===== config.mk =====
export PLATFORM = sky130hd
export DESIGN_NAME = shift_sequencer
export DESIGN_NICKNAME = d
export VERILOG_FILES = /design/src/rtl/shift_seq_pkg.sv /design/src/rtl/shifts.sv /design/src/rtl/shift_sequencer.sv
export SDC_FILE = /design/constraint.sdc
export NUM_CORES = 1
export LEC_CHECK = 0
export BUFFER_PORTS_ARGS = -buffer_cell sky130_fd_sc_hd__buf_2
export CAP_MARGIN = 20
export CELL_PAD_IN_SITES_DETAIL_PLACEMENT = 1
export CELL_PAD_IN_SITES_GLOBAL_PLACEMENT = 2
export CORE_UTILIZATION = 35
export DETAILED_ROUTE_END_ITERATION = 16
export PLACE_DENSITY_LB_ADDON = 0.05
export SLEW_MARGIN = 20
export SYNTH_ARGS = -nofsm -noshare
export SYNTH_HDL_FRONTEND = slang
export SYNTH_SLANG_ARGS = --single-unit

===== constraint.sdc =====
create_clock -name clk -period 4.68 [get_ports clk]
set_clock_uncertainty 0.15 [all_clocks]
set_input_delay 1.17 -clock clk [delete_from_list [all_inputs] [get_ports clk]]
set_output_delay 1.17 -clock clk [all_outputs]
set_load 0.01 [all_outputs]

===== src/rtl/shift_seq_pkg.sv =====
// Shared types and constants for the iterative shift sequencer.
package shift_seq_pkg;

    typedef enum logic [1:0] {
        IDLE  = 2'd0,
        SHIFT = 2'd1,
        DONE  = 2'd2
    } seq_state_t;

    localparam int   STEP_MAX  = 15;
    localparam logic DIR_RIGHT = 1'b0;
    localparam logic DIR_LEFT  = 1'b1;

endpackage


===== src/rtl/shifts.sv =====
// 16-bit combinational logical shifter, 0..15 positions, zero fill.
module shifts
    import shift_seq_pkg::*;
(
    input  logic [15:0] A,
    input  logic        ir,
    input  logic [3:0]  amt,
    output logic [15:0] Y
);

    always_comb begin
        if (ir == DIR_LEFT) begin
            Y = A << amt;
        end else begin
            Y = A >> amt;
        end
    end

endmodule


===== src/rtl/shift_sequencer.sv =====
// Extends the 16-bit shifter to 0..63 positions by chaining up to STEP_MAX
// positions per cycle through an operand feedback register.
module shift_sequencer #(
    parameter int DATA_W   = 16,
    parameter int AMT_W    = 6,
    parameter int STEP_MAX = shift_seq_pkg::STEP_MAX,
    parameter int CNT_W    = 8
) (
    input  logic              clk,
    input  logic              rst_n,
    input  logic              in_valid,
    output logic              in_ready,
    input  logic [DATA_W-1:0] in_data,
    input  logic              in_dir,
    input  logic [AMT_W-1:0]  in_amt,
    output logic              out_valid,
    input  logic              out_ready,
    output logic [DATA_W-1:0] out_data,
    output logic              busy,
    output logic [CNT_W-1:0]  op_count
);
    import shift_seq_pkg::*;

    localparam int STEP_W = $clog2(STEP_MAX + 1);

    seq_state_t        state;
    logic [DATA_W-1:0] opnd;
    logic [AMT_W-1:0]  rem;
    logic [AMT_W-1:0]  rem_next;
    logic              dir;
    logic [STEP_W-1:0] step;
    logic [DATA_W-1:0] y;

    // step never exceeds rem, so rem_next cannot underflow
    always_comb begin
        step     = (rem > AMT_W'(STEP_MAX)) ? STEP_W'(STEP_MAX) : rem[STEP_W-1:0];
        rem_next = rem - AMT_W'(step);
    end

    shifts u_shifts (
        .A   (opnd),
        .ir  (dir),
        .amt (step),
        .Y   (y)
    );

    assign in_ready = (state == IDLE);
    assign busy     = (state != IDLE);

    always_ff @(posedge clk) begin
        if (!rst_n) begin
            state     <= IDLE;
            opnd      <= '0;
            rem       <= '0;
            dir       <= DIR_RIGHT;
            out_data  <= '0;
            out_valid <= 1'b0;
            op_count  <= '0;
        end else begin
            case (state)
                IDLE: begin
                    if (in_valid) begin
                        opnd  <= in_data;
                        rem   <= in_amt;
                        dir   <= in_dir;
                        state <= SHIFT;
                    end
                end
                SHIFT: begin
                    // rem==0 on entry still takes one zero-amount pass
                    opnd <= y;
                    rem  <= rem_next;
                    if (rem_next == '0) begin
                        out_data  <= y;
                        out_valid <= 1'b1;
                        state     <= DONE;
                    end
                end
                DONE: begin
                    if (out_ready) begin
                        out_valid <= 1'b0;
                        op_count  <= op_count + 1'b1;
                        state     <= IDLE;
                    end
                end
                default: begin
                    state <= IDLE;
                end
            endcase
        end
    end

endmodule


# ---- After elaboration in Yosys (flattened, before gate mapping)
# Cells that the tools add are included.
dict set report totals {
  regBits 50
  output_inout_bits 27
  in_bits 27
}
dict set report classes {
  n_shift 2
  eq_ne 5
  mux 13
  n_reduce_logical 11
  n_lt_le_gt_ge 1
  n_addsub 2
}
# cell count
set op_table {}
lappend op_table {{two-way mux 16 bit} 2}
lappend op_table {{one-hot mux 16 bit (2 select lines)} 1}
lappend op_table {{left shift 16 x 4 -> 16 bit} 1}
lappend op_table {{>> shifter 16 x 4 -> 16 bit} 1}
lappend op_table {{one-hot mux 6 bit (2 select lines)} 1}
lappend op_table {{adder 8 x 1 -> 8 bit, second input constant} 1}
lappend op_table {{AND reduction 2 bit} 4}
lappend op_table {{> comparator 6 x 4 -> 1 bit, second input constant} 1}
lappend op_table {{zero test 6 bit} 1}
lappend op_table {{two-way mux 2 bit} 3}
lappend op_table {{two-way mux 6 bit} 1}
lappend op_table {{inequality test 2 bit, second input constant} 3}
lappend op_table {{one-hot mux 2 bit (3 select lines)} 1}
lappend op_table {{AND reduction 3 bit} 2}
lappend op_table {{nonzero test 2 bit} 3}
lappend op_table {{subtractor 6 x 4 -> 6 bit} 1}
lappend op_table {{two-way mux 4 bit} 1}
lappend op_table {{== test 2 x 1 -> 1 bit, second input constant} 1}
lappend op_table {{== test 2 bit, second input constant} 1}
lappend op_table {{zero test 2 bit} 1}
lappend op_table {{two-way mux 1 bit} 2}
lappend op_table {{one-hot mux 1 bit (2 select lines)} 1}

# ---- Logic depth before layout (Yosys ltp)
dict set report logic_depth {
  depth_word 6
  depth_mapped 10
  ltp_nobuf 7
}

# ---- Hierarchy
# From an unflattened synthesis, not the netlist that was laid out.
dict set report unflattened {
  cells_unflattened 440
  hier_area_um2 3656.0
}
# mod area_per_inst_um2 instances cells_per_inst
set modules_own_cells {}
lappend modules_own_cells {shift_sequencer 2254.7 1 263}
lappend modules_own_cells {shifts 1401.3 1 177}

# ---- Least setup slack after synthesis
# No wires, ideal clock.
dict set report synth_timing {
  path_kind {input to register}
  from {input port in_valid}
  to {register opnd[5]}
  arrival_ns 2.177
  setup_ns 0.092
  stages 6
  setup_slack_ns 2.261
  required_time_ns 4.438
  path_buffers 2
  path_cell_list {and2_1 > clkbuf_1 > nor2_1 > buf_2 > a22oi_1 > o32ai_1}
}
dict set report synth_between {
  elab_chain_len 2
}
# item line
set synth_rtl {}
lappend synth_rtl {{start: declaration} shift_sequencer.sv:11} ;# input logic in_valid,
lappend synth_rtl {{inequality test 2 bit (no line)} n/a}
lappend synth_rtl {{AND reduction 2 bit (no line)} n/a}
lappend synth_rtl {{end signal: assignment} shift_sequencer.sv:63} ;# opnd <= in_data;
lappend synth_rtl {{end signal: assignment} shift_sequencer.sv:71} ;# opnd <= y;
lappend synth_rtl {{end: declaration} shift_sequencer.sv:27} ;# logic [DATA_W-1:0] opnd;
# Every way passes these cells.
# A chain may end at the register's enable or synchronous reset.

# ---- Worst setup path in the final report
dict set report layout_timing {
  from {register rem[1]}
  to {register out_data[5]}
}
dict set report layout_between {
  elab_chain_len 5
  word_cells_on_any_way 8
  classes_between {1 x add/sub; 1 x order compare; 2 x shift; 2 x mux; 2 x reduce/logical}
}
# item line
set layout_rtl {}
lappend layout_rtl {{start: declaration} shift_sequencer.sv:28} ;# logic [AMT_W-1:0] rem;
lappend layout_rtl {{start signal: assignment} shift_sequencer.sv:64} ;# rem <= in_amt;
lappend layout_rtl {{start signal: assignment} shift_sequencer.sv:72} ;# rem <= rem_next;
lappend layout_rtl {{> comparator 6 x 4 -> 1 bit} shift_sequencer.sv:36} ;# step = (rem > AMT_W'(STEP_MAX)) ? STEP_W'(STEP_MAX) : rem[STEP_W-1:0];
lappend layout_rtl {{two-way mux 4 bit} shift_sequencer.sv:36}
lappend layout_rtl {{subtractor 6 x 4 -> 6 bit} shift_sequencer.sv:37} ;# rem_next = rem - AMT_W'(step);
lappend layout_rtl {{zero test 6 bit} shift_sequencer.sv:73} ;# if (rem_next == '0) begin
lappend layout_rtl {{AND reduction 2 bit (no line)} n/a}
lappend layout_rtl {{end signal: assignment} shift_sequencer.sv:74} ;# out_data <= y;
lappend layout_rtl {{end: declaration} shift_sequencer.sv:18} ;# output logic [DATA_W-1:0] out_data,
# Several ways; a longest one is shown, not always the timed one.

==> metrics.csv <==
metric;value;unit
outcome;finished clean;
RSZ-0062 raised after global routing;false;
Syn Inst Count;539;
CTS tree;done;
# H-tree levels;2;
hpwl dp;12700;microns
post-layout util;39.2;%
area grow syn2layout;9.34;%
hold depth;2;
total setup buffers inserted after CTS;0;
most frequent CP cell;nand2_1;
Tightest Pin Transition;0.937;ns
Pwr Density;395;mW/mm^2
fmax;317;MHz
grt ovf;0;
TritonCTS sink count;50;
max incr delay on CP;0.79;ns
CP Data Required Time;4.74;ns
Final Max Slew Viols;0;
Clock Latency Late Sink;0.31;ns
total negative slack;0;ns
delay-heaviest family, CP;simple AND/OR/NAND/NOR gates;
die height;107;microns
DRC viols;0;
Post-synth EDFFs;0;
antenna fix cells;0;
startpoint types;register;
final wirelength;17200;microns
crit path max-delay cell type;dfxtp_1;
cts-stage hold buffer count;0;
largest cells by area after synthesis;dfxtp_1, nand2_1, a21oi_1;
Syn Area/Cell;7.21;sq um
Overall Global Routing Usage;30.5;%
remaining antenna violation count;0;
dpl cells;693;
largest net degree at the start of global routing;46;
Synth cell types;60;
layout net count;589;
layout cells sized above 1;16.1;%
CTS Buffer Depth;2;
reported max-cap violation count;0;
Setup crit end kind;register;
die area;0.0115;sq mm
initial DRC count;249;
row count;38;
routed len/inst;24.6;microns
min cycle time layout;3.16;ns
FF-to-FF path depth;8;
leak pwr;1.61;nW
clock slew at reported path FFs;0.09;ns
worst path cell trace;inv_1 > nand2_1 > ha_1 > nand3b_1 > nor2_1 > buf_4 > nand2_1 > o32ai_1;
share of the synthesized area in the top cell type;25.8;%
Arr. time, crit path;3.22;ns
vias post-DR;4459;
Initial Util;35.8;%
sequential element share of the synthesized area;25.8;%
worst hold path type;register to register;
Pre-antenna DRT Iters;4;
Layout Cells excl Fill;700;
crit path kind;register to register;
worst rel slew slack;37.3;%
Inserted Clock Buffers;5;
PortBufs;53;
Root Driver;clkbuf_8;
area leader, netlist;dfxtp_1;
I/O pins;54;
worst setup margin;1.52;ns
Worst Path Max Fanout;22;
vias per cell;6.37;
Yosys reg bits;50;
syn nets;568;
count leader, synth;nand2_1;
RePlAce Congestion;0.947;
number of global-route vias before repair;4382;
die width;107;microns
fin crit share;67.4;%
core box area;0.0108;sq mm
pre-CTS WS;1.64;ns
synth cell count leaders;nand2_1, dfxtp_1, a21oi_1;
final-report hold violation count;0;
antenna violations before repair;0;
Top FF cell, synth;dfxtp_1;
stages on the worst setup path;8;
crit path buf inv count;2;
VDD IR max;0.169;mV
final setup violation count;0;
Ys Warns;0;
post_cts resized;0;
global-route wire length before repair;26200;microns
synthesized area;0.00388;sq mm
Post-synth ARST share;0;%
## state kept, by name (all words and copies together), names as in the netlist
signal	cells
out_valid	1
op_count	8
state	2
dir	1
rem	6
out_data	16
opnd	16
## cell type report
| class | instances | area (sq um) |
|---|---|---|
| clock inverters | 1 | 7.51 |
| flip-flops and latches | 50 | 1000 |
| inverters | 12 | 45.0 |
| well taps | 140 | 175 |
| fillers | 1397 | 6590 |
| repair buffers | 65 | 355 |
| multi-input cells | 426 | 2590 |
| clock buffers | 6 | 72.6 |
## cell families (layout without fill, tap and decap cells)
family | after synthesis | in the layout | share of synthesized area, %
buf+inv | 63 | 84 | 7.57
fa+ha+maj | 2 | 2 | 0.644
mux | 18 | 18 | 4.99
xor+xnor | 8 | 8 | 1.80
flops | 50 | 50 | 25.8
simple gates | 217 | 217 | 27.9
compound gates | 181 | 181 | 31.3
## report_power, final
part | internal, mW | total [mW] | switching [mW]
clock network | 0.103 | 0.253 | 0.150
logic | 0.284 | 0.822 | 0.538
registers | 0.476 | 0.601 | 0.126
## worst register-to-register path, stage by stage (launching register included)
cell	delay (ns)
dfxtp_1	0.79
inv_1	0.43
nand2_1	0.16
ha_1	0.31
nand3b_1	0.38
nor2_1	0.20
buf_4	0.27
nand2_1	0.11
o32ai_1	0.25
## per-stage QoR
stage                     instance area, sq um  hold slack [ns]  power (mW)
after detailed placement                  4170            0.316        1.41
after global routing                      4250            0.359        1.77
after global placement                    4170            0.308        1.41
final                                     4250            0.331        1.68
after floorplan                           3880            0.341        1.12
after CTS                                 4250            0.336        1.67
## layout by cell type (no fill, tap or decap), types with 6 or more instances in the layout
master,instances
nand2_1,70
buf_2,53
dfxtp_1,49
a21oi_1,44
nor2_1,39
o21ai_0,39
nand3_1,28
mux2i_1,16
nor2b_1,14
a22oi_1,14
nand2b_1,13
nor4_1,13
inv_1,12
buf_4,12
o211ai_1,11
o22ai_1,7
and3_1,7
o2111ai_1,7
or3_1,6
o221a_2,6
nor3_1,6
## metal layers
layer | up-vias | track usage (%) | wire (microns)
li1 | 2046 | - | -
met1 | 2164 | 42.1 | 7870
met2 | 210 | 46.0 | 7480
met3 | 39 | 5.21 | 1260
met4 | 0 | 14.2 | 617
met5 | - | 0 | 0
## final timing paths
| path | startpoint | endpoint | slack, ns |
|---|---|---|---|
| worst min register to register | out_data[4] | out_data[4] | 0.33 |
| worst max register to register | rem[1] | out_data[5] | 1.52 |
| worst max-delay path | rem[1] | out_data[5] | 1.52 |
| worst min-delay path | out_data[4] | out_data[4] | 0.33 |
Power figures use the tool's default switching activity.
